`config.mk`:
```
export PLATFORM = sky130hd
export DESIGN_NAME = rx_sync_controller
export DESIGN_NICKNAME = d
export VERILOG_FILES = /design/src/rtl/rx_sync_controller.sv
export SDC_FILE = /design/constraint.sdc
export NUM_CORES = 1
export LEC_CHECK = 0
export BUFFER_PORTS_ARGS = -buffer_cell sky130_fd_sc_hd__buf_4
export CORE_MARGIN = 10
export CORE_UTILIZATION = 57
export DETAILED_ROUTE_END_ITERATION = 16
export GPL_ROUTABILITY_DRIVEN = 0
export PLACE_DENSITY = 0.86
export SLEW_MARGIN = 40
export SYNTH_ARGS = -nofsm -noshare
export SYNTH_HDL_FRONTEND = slang
export SYNTH_SLANG_ARGS = --single-unit
```
`constraint.sdc`:
```
create_clock -name Clk_i -period 3.2 [get_ports Clk_i]
set_clock_uncertainty 0.05 [all_clocks]
set_input_delay 0.64 -clock Clk_i [delete_from_list [all_inputs] [get_ports Clk_i]]
set_output_delay 0.64 -clock Clk_i [all_outputs]
set_load 0.05 [all_outputs]
```
`src/rtl/rx_sync_controller.sv`:
```
// Frame-level sequencer between CFO correction and time sync: gates samples into
// the search, soft-restarts it, and frames symbol reception with a guard interval.
module rx_sync_controller #(
  parameter int SEARCH_TIMEOUT = 4095,
  parameter int SYM_LEN        = 64,
  parameter int MAX_SYMBOLS    = 255,
  parameter int GUARD_CYCLES   = 16,
  parameter int STALL_TIMEOUT  = 1023
) (
  input  logic       Clk_i,
  input  logic       Rst_i,
  input  logic       Enable_i,
  input  logic       DataInEnable_i,
  input  logic       PeakFinded_i,
  input  logic       DataOutEnable_i,
  input  logic [5:0] Data_out_index_i,
  input  logic [7:0] FrameSymbols_i,
  input  logic       FrameSymbolsValid_i,
  output logic       SyncEnable_o,
  output logic       SyncRestart_o,
  output logic       FrameStart_o,
  output logic       FrameEnd_o,
  output logic       FrameAbort_o,
  output logic       SearchTimeout_o,
  output logic [7:0] SymbolCount_o,
  output logic [1:0] State_o
);

  localparam int SampleW = $clog2(SEARCH_TIMEOUT + 1);
  localparam int StallW  = $clog2(STALL_TIMEOUT + 1);
  localparam int GuardW  = $clog2(GUARD_CYCLES + 1);

  localparam logic [SampleW-1:0] SampleLast = SampleW'(SEARCH_TIMEOUT - 1);
  localparam logic [StallW-1:0]  StallLast  = StallW'(STALL_TIMEOUT - 1);
  localparam logic [GuardW-1:0]  GuardLast  = GuardW'(GUARD_CYCLES - 1);
  localparam logic [5:0]         IndexLast  = 6'(SYM_LEN - 1);
  localparam logic [7:0]         MaxSymbols = 8'(MAX_SYMBOLS);

  typedef enum logic [1:0] {
    IDLE    = 2'd0,
    SEARCH  = 2'd1,
    RECEIVE = 2'd2,
    GUARD   = 2'd3
  } state_e;

  state_e               state_q, state_d;
  logic [SampleW-1:0]   sampleCnt_q, sampleCnt_d;
  logic [StallW-1:0]    stallCnt_q, stallCnt_d;
  logic [GuardW-1:0]    guardCnt_q, guardCnt_d;
  logic [7:0]           symCount_q, symCount_d;
  logic [7:0]           target_q, target_d;
  logic                 targetLatched_q, targetLatched_d;
  logic                 syncRestart_q, syncRestart_d;
  logic                 searchTimeout_q, searchTimeout_d;
  logic                 frameStart_q, frameStart_d;
  logic                 frameEnd_q, frameEnd_d;
  logic                 frameAbort_q, frameAbort_d;

  logic       inIdle, inSearch, inReceive, inGuard;
  logic       searchHit, searchExpire, peakAccept;
  logic       symbolDone, frameComplete, stallExpire, guardExpire;
  logic       lengthStrobe;
  logic [7:0] symCountInc, frameSymbolsClamped, targetEff;

  assign inIdle    = (state_q == IDLE);
  assign inSearch  = (state_q == SEARCH);
  assign inReceive = (state_q == RECEIVE);
  assign inGuard   = (state_q == GUARD);

  // A peak outranks everything in SEARCH; dropping Enable outranks only the timeout.
  assign peakAccept   = inSearch && PeakFinded_i;
  assign searchHit    = DataInEnable_i && (sampleCnt_q == SampleLast);
  assign searchExpire = inSearch && !PeakFinded_i && Enable_i && searchHit;

  assign symCountInc         = (symCount_q == 8'hFF) ? 8'hFF : symCount_q + 8'd1;
  assign frameSymbolsClamped = (FrameSymbols_i == 8'd0) ? 8'd1 : FrameSymbols_i;
  assign lengthStrobe        = inReceive && FrameSymbolsValid_i && !targetLatched_q;
  assign targetEff           = lengthStrobe ? frameSymbolsClamped : target_q;

  assign symbolDone    = inReceive && DataOutEnable_i && (Data_out_index_i == IndexLast);
  assign frameComplete = symbolDone && (symCountInc >= targetEff);
  assign stallExpire   = inReceive && !DataOutEnable_i && (stallCnt_q == StallLast);
  assign guardExpire   = inGuard && (guardCnt_q == GuardLast);

  assign SyncEnable_o    = DataInEnable_i && (inSearch || inReceive);
  assign SyncRestart_o   = syncRestart_q;
  assign SearchTimeout_o = searchTimeout_q;
  assign FrameStart_o    = frameStart_q;
  assign FrameEnd_o      = frameEnd_q;
  assign FrameAbort_o    = frameAbort_q;
  assign SymbolCount_o   = symCount_q;
  assign State_o         = state_q;

  always_ff @(posedge Clk_i or posedge Rst_i) begin
    if (Rst_i) begin
      state_q <= IDLE;
    end else begin
      state_q <= state_d;
    end
  end

  always_comb begin
    state_d = state_q;
    case (state_q)
      IDLE: begin
        if (Enable_i) begin
          state_d = SEARCH;
        end
      end
      SEARCH: begin
        if (PeakFinded_i) begin
          state_d = RECEIVE;
        end else if (!Enable_i) begin
          state_d = IDLE;
        end
      end
      RECEIVE: begin
        if (frameComplete || stallExpire) begin
          state_d = GUARD;
        end
      end
      GUARD: begin
        if (guardExpire) begin
          state_d = Enable_i ? SEARCH : IDLE;
        end
      end
      default: state_d = IDLE;
    endcase
  end

  always_comb begin
    syncRestart_d   = (inIdle && Enable_i) || searchExpire || guardExpire;
    searchTimeout_d = searchExpire;
    frameStart_d    = peakAccept;
    frameEnd_d      = frameComplete || stallExpire;
    frameAbort_d    = stallExpire && !frameComplete;

    sampleCnt_d = sampleCnt_q;
    if (!inSearch || PeakFinded_i || !Enable_i || searchHit) begin
      sampleCnt_d = '0;
    end else if (DataInEnable_i) begin
      sampleCnt_d = sampleCnt_q + SampleW'(1);
    end

    stallCnt_d = stallCnt_q + StallW'(1);
    if (!inReceive || DataOutEnable_i || stallExpire) begin
      stallCnt_d = '0;
    end

    guardCnt_d = guardCnt_q + GuardW'(1);
    if (!inGuard || guardExpire) begin
      guardCnt_d = '0;
    end

    // SymbolCount is left untouched after the frame so it can be read through GUARD.
    symCount_d = symCount_q;
    if (peakAccept) begin
      symCount_d = 8'd0;
    end else if (symbolDone) begin
      symCount_d = symCountInc;
    end

    target_d        = target_q;
    targetLatched_d = targetLatched_q;
    if (peakAccept) begin
      target_d        = MaxSymbols;
      targetLatched_d = 1'b0;
    end else if (lengthStrobe) begin
      target_d        = frameSymbolsClamped;
      targetLatched_d = 1'b1;
    end
  end

  always_ff @(posedge Clk_i or posedge Rst_i) begin
    if (Rst_i) begin
      sampleCnt_q     <= '0;
      stallCnt_q      <= '0;
      guardCnt_q      <= '0;
      symCount_q      <= 8'd0;
      target_q        <= MaxSymbols;
      targetLatched_q <= 1'b0;
      syncRestart_q   <= 1'b0;
      searchTimeout_q <= 1'b0;
      frameStart_q    <= 1'b0;
      frameEnd_q      <= 1'b0;
      frameAbort_q    <= 1'b0;
    end else begin
      sampleCnt_q     <= sampleCnt_d;
      stallCnt_q      <= stallCnt_d;
      guardCnt_q      <= guardCnt_d;
      symCount_q      <= symCount_d;
      target_q        <= target_d;
      targetLatched_q <= targetLatched_d;
      syncRestart_q   <= syncRestart_d;
      searchTimeout_q <= searchTimeout_d;
      frameStart_q    <= frameStart_d;
      frameEnd_q      <= frameEnd_d;
      frameAbort_q    <= frameAbort_d;
    end
  end

endmodule

```
; ---- Word level (Yosys, flattened, before mapping)
; Index checks and enable logic that the tools add are counted.
[totals]
register_bits = 51
latchBits = 0
mem_bits_rw = 0
mem_bits_ro = 0
out_inout_bits = 16
n_memories = 0
[classes]
add_sub_neg = 4
multipliers = 0
n_div = 0
order_cmp = 1
n_eq_ne = 12
shifts = 0
n_mux = 19
n_bitwise = 0
reduce_logical = 40
[op_table]
columns = operator, n
row1 = 8-bit 2-to-1 mux, 6
row2 = 12-bit 2-to-1 mux, 2
row3 = 1-bit logical AND, 16
row4 = "12-bit by 1-bit adder with 12-bit output, second input constant", 1
row5 = "12-bit == test, second input constant", 1
row6 = "10-bit by 1-bit adder with 10-bit output, second input constant", 1
row7 = "10-bit == test, second input constant", 1
row8 = 1-bit logical OR, 10
row9 = 10-bit 2-to-1 mux, 1
row10 = 2-bit 2-to-1 mux, 5
row11 = "8-bit by 1-bit adder with 8-bit output, second input constant", 1
row12 = "8-bit == test, second input constant", 1
row13 = 8-bit >= comparator, 1
row14 = 1-bit logical NOT, 8
row15 = 8-bit logical NOT, 1
row16 = 2-bit one-hot mux with 4 select lines, 1
row17 = "6-bit == test, second input constant", 1
row18 = 2-bit nonzero test, 3
row19 = "5-bit by 1-bit adder with 5-bit output, second input constant", 1
row20 = "5-bit by 4-bit == test with 1-bit output, second input constant", 1
row21 = 5-bit 2-to-1 mux, 1
row22 = "2-bit == test, second input constant", 2
row23 = "2-bit != test, second input constant", 2
row24 = 4-bit AND reduction, 1
row25 = other kinds (5), 7

; ---- Depth between registers and ports, before layout
[depth]
depth_word = 9
ltp_mapped = 12
mapped_depth_nobuf = 11

; ---- Worst setup path after synthesis
; No wires, ideal clock.
[synth_path]
path_type = register to register
startpoint = register state_q[0] (netlist: State_o[0])
endpoint = register with a tool-made name
setup_time_ns = 0.104
arrival_ns = 3.183
t_required_ns = 3.046
slack_ns = -0.137
path_stages_with_launch = 12
n_path_buf = 1
synth_period_minus_slack_ns = 3.337
cell_sequence = dfrtp_1 > inv_1 > ha_1 > nand3b_1 > clkbuf_1 > o21ai_0 > ha_1 > nand2b_4 > a2111oi_4 > nor4b_2 > or4_1 > o311ai_1
[synth_lines]
columns = item, line
row1 = "start, declared", 46  ; state_e state_q, state_d;
row2 = "start signal, assigned", 98  ; state_q <= state_d;

; ---- Worst setup path after layout
[layout_path]
startpoint = register state_q[0] (netlist: State_o[0])
endpoint = register state_q[0] (netlist: State_o[0])
[layout_via]
elab_chain_cells = 9
[layout_rtl]
columns = item, line
row1 = 2-bit == test, "67, 104"
row2 = 1-bit logical AND (2 in series), 77  ; assign lengthStrobe = inReceive && FrameSymbolsValid_i && !targetLatched_q;
row3 = 8-bit 2-to-1 mux, 78  ; assign targetEff = lengthStrobe ? frameSymbolsClamped : target_q;
row4 = 8-bit >= comparator, 81  ; assign frameComplete = symbolDone && (symCountInc >= targetEff);
row5 = 1-bit logical AND, 81
row6 = 1-bit logical OR, 118  ; if (frameComplete || stallExpire) begin
row7 = 2-bit != test (no line), n/a
row8 = 4-bit AND reduction (no line), n/a
; Parallel ways exist; a longest one is shown, timed or not.
; A chain may end at the register's enable or synchronous reset.

==> results.sh <==
export IMPL_num_antenna_cells=0
export IMPL_cts_reportedPaths_clkPinSlew_ps=100
export IMPL_synth_edf_count=0
export IMPL_length_in_cells_of_the_worst_reg_to_reg_path=11
export IMPL_tritoncts_clock_tree="built"
export IMPL_io_pin_count=37
export IMPL_netlist_cell_type_count=42
export IMPL_postRouteAntennaNets=0
export IMPL_multi_input_combinational_cell_area_um2=1411
export IMPL_synth_seq_cells=51
export IMPL_chipHeight_um=89.64
export IMPL_slew_limit_headroom_pct=68.37
export IMPL_floorplan_die_area_um2=8034
export IMPL_first_global_vias=2239
export IMPL_crit_path_cell_trace="inv_1 -> ha_1 -> nand3b_1 -> buf_4 -> mux2i_1 -> ha_1 -> a21oi_1 -> o21ai_0 -> and2_1 -> or4_1 -> o211ai_1"
export IMPL_syn_to_final_growth_pct=17.29
export IMPL_crit_path_end_kind="register"
export IMPL_synth_seq_area_share_pct=46.54
export IMPL_static_leakage_nw=1.563
export IMPL_floorplan_initialDensity_pct=58.52
export IMPL_drt_pass1_iterations=4
export IMPL_cts_made_buffers=5
export IMPL_timing_setup_critical_path_class="register to register"
export IMPL_global_route_wire_length_before_repair_mm=10.02
export IMPL_total_neg_setup_slack_ps=0
export IMPL_grt_remaining_overflow=0
export IMPL_grt_usage_pct=15.63
export IMPL_core_area_um2=4723
export IMPL_final_min_period_over_clock_period_pct=92.82
export IMPL_synthesis_area_per_instance_um2=10.01
export IMPL_crit_fanout=8
export IMPL_power_density_nw_per_um2=552.1
export IMPL_worst_skew_pair_late_latency_ps=310
export IMPL_placement_io_buffers=36
export IMPL_nets=358
export IMPL_ff_latch_area_um2=1287
export IMPL_synth_net_count=317
export IMPL_worst_pin_slew_ps=474.5
export IMPL_drt_iter0_markers=85
export IMPL_post_route_util_pct=68.64
export IMPL_critPathMaxStageDelay_ps=520
export IMPL_wl_met1_mm=2.502
export IMPL_clkSinkCount=51
export IMPL_cts_hold_fix_buffers=0
export IMPL_routed_wl_mm=5.790
export IMPL_wl_met3_um=307
export IMPL_startpoint_type="register"
export IMPL_dpl_cell_count=377
export IMPL_timing_final_crit_period_ps=2970
export IMPL_detail_route_vias_per_cell=5.595
export IMPL_dieWidth_um=89.64
export IMPL_htree_levels=2
export IMPL_required_ps=3370
export IMPL_finalHoldWorstSlack_ps=304.5
export IMPL_detail_route_drc_violations=0
export IMPL_fmax_mhz=336.7
export IMPL_finalWorstSetupSlack_ps=229.7
export IMPL_post_dp_hpwl_mm=4.367
export IMPL_worst_endpoint_arrival_ps=3140
export IMPL_met2_length_mm=2.826
export IMPL_hold_viol_final=0
export IMPL_fraction_of_registers_with_async_set_or_reset_after_synthesis_pct=100.0
export IMPL_grt_setup_unrepaired="false"
export IMPL_grt_max_degree=32
export IMPL_cts_max_path_buffers=2
export IMPL_place_ws_ps=135.1
export IMPL_yosysWarningCount=0
export IMPL_cp_slowest_cell="or4_1"
export IMPL_timing_max_transition_violations_final=0
export IMPL_core_rowCount=25
export IMPL_dr_max_layer_used="met4"
export IMPL_status="completed"
export IMPL_power_ir_vdd_worst_mv=0.3623
export IMPL_timing_final_setup_violations=0
export IMPL_r2r_setup_slack_ps=230
export IMPL_min_delay_path_class="input pin to asynchronous set/reset pin"
export IMPL_drt_wirelength_per_cell_um=15.04
export IMPL_fill_cell_count=346
export IMPL_critPathMostFrequentCell="ha_1"
export IMPL_post_cts_buffers=0
export IMPL_dr_total_vias=2154
export IMPL_final_layout_size_suffix_gt1_share_pct=20.44
export IMPL_root_buffer="clkbuf_8"
export IMPL_final_cells=385
export IMPL_synth_main_ff_cell="dfrtp_1"
export IMPL_netlist_instances=276
export IMPL_grt_antenna_before_repair=0
export IMPL_post_synth_instance_area_um2=2764
export IMPL_max_cap_violations=0
synthesized netlist by cell type, types with 2 or more instances:
cell       n  share of area [%]
nand3b_1   2               0.54
inv_1      8                1.1
ha_1      20                9.1
nand4_1    8                1.8
nand2_1   26                3.5
a211oi_1   2               0.54
dfrtp_1   43                 39
nor3_1     7                1.3
nand2b_1   4               0.91
xor2_1    13                4.1
a21oi_1   13                2.4
nand3_1   12                2.2
mux2i_1    8                2.9
and3_1     8                1.8
o211ai_1   2               0.54
clkbuf_1   3               0.41
or4_1      2               0.54
nor2_1    33                4.5
and2_1    11                2.5
a311oi_1   5                1.6
buf_2      3               0.54
nor2b_1    2               0.45
xnor2_1   11                3.5
dfstp_2    8                7.6
o21ai_0    5               0.91
state kept, by name (all words and copies together) (netlist names), 5 cells and up, named ones only:
name / flops
sampleCnt_q: 12
SymbolCount_o: 8
stallCnt_q: 10
guardCnt_q: 5
target_q: 8
per-stage QoR:
stage	power [mW]	instance area (um2)
final	1.790	3242
after global routing	1.893	3242
after CTS	1.796	3241
after detailed placement	1.334	3123
after global placement	1.309	3123
after floorplan	1.175	2765
critical path: cells and delay by family (launching register included):
family,cells,cell delay (ps)
buf+inv,2,310
fa+ha+maj,2,550
simple gates,3,840
compound gates,3,390
mux,1,330
flops,1,420
layer usage:
metal  global-route usage (%)  vias up
li1                         -     1040
met2                    25.33       60
met3                    3.700       17
met5                        0        -
met1                    19.37     1037
met4                    6.936        0
layout by cell type (no fill, tap or decap), types with 2 or more instances in the layout:
master and count:
a211oi_1 2, a21oi_1 13, a311oi_1 5, and2_1 11
and3_1 7, buf_4 41, clkbuf_8 6, dfrtp_1 42
dfstp_2 8, ha_1 20, inv_1 7, mux2i_1 8
nand2_1 26, nand2b_1 4, nand3_1 12, nand3b_1 2
nand4_1 8, nor2_1 33, nor2b_1 2, nor3_1 7
o211ai_1 2, o21ai_0 5, or4_1 2, xnor2_1 11
xor2_1 13
cell type report:
type	instances	area share, %
Sequential cell	51	39.71
Inverter	9	1.042
Timing Repair Buffer	41	9.494
Multi-Input combinational cell	209	43.54
Tap cell	67	2.586
Clock inverter	2	1.081
Clock buffer	6	2.547
cell families after synthesis:
group                      after synthesis  share of synthesized area (%)
DFF                                     51                          46.54
xor gates and xnor gates                24                          7.605
muxes                                    8                          2.897
AOI/OAI and AO/OA                       33                          8.420
and+or+nand+nor                        124                          23.04
buffers and inverters                   16                          2.444
adders and majority gates               20                          9.054
worst paths after layout:
kind	startpoint	to
max	State_o[0]$_DFFE_PP0P_	State_o[0]$_DFFE_PP0P_
min	Rst_i	stallCnt_q[8]$_DFF_PP0_
max reg2reg	State_o[0]$_DFFE_PP0P_	State_o[0]$_DFFE_PP0P_
min reg2reg	guardCnt_q[0]$_DFF_PP0_	guardCnt_q[0]$_DFF_PP0_
max in group asynchronous	Rst_i	target_q[2]$_DFF_PP1_
min in group Clk_i	guardCnt_q[0]$_DFF_PP0_	guardCnt_q[0]$_DFF_PP0_
power breakdown:
| part | internal (mW) | switching (mW) |
|---|---|---|
| Combinational | 0.197 | 0.330 |
| Sequential | 0.753 | 0.0478 |
| Clock | 0.253 | 0.209 |
| Total | 1.20 | 0.587 |
repair_timing:
action / in CTS / in global routing
resized for setup: 0 / 1
setup endpoints to repair: 0 / 2
endpoints found under the hold margin: 0 / 0
Power figures use the tool's default switching activity.
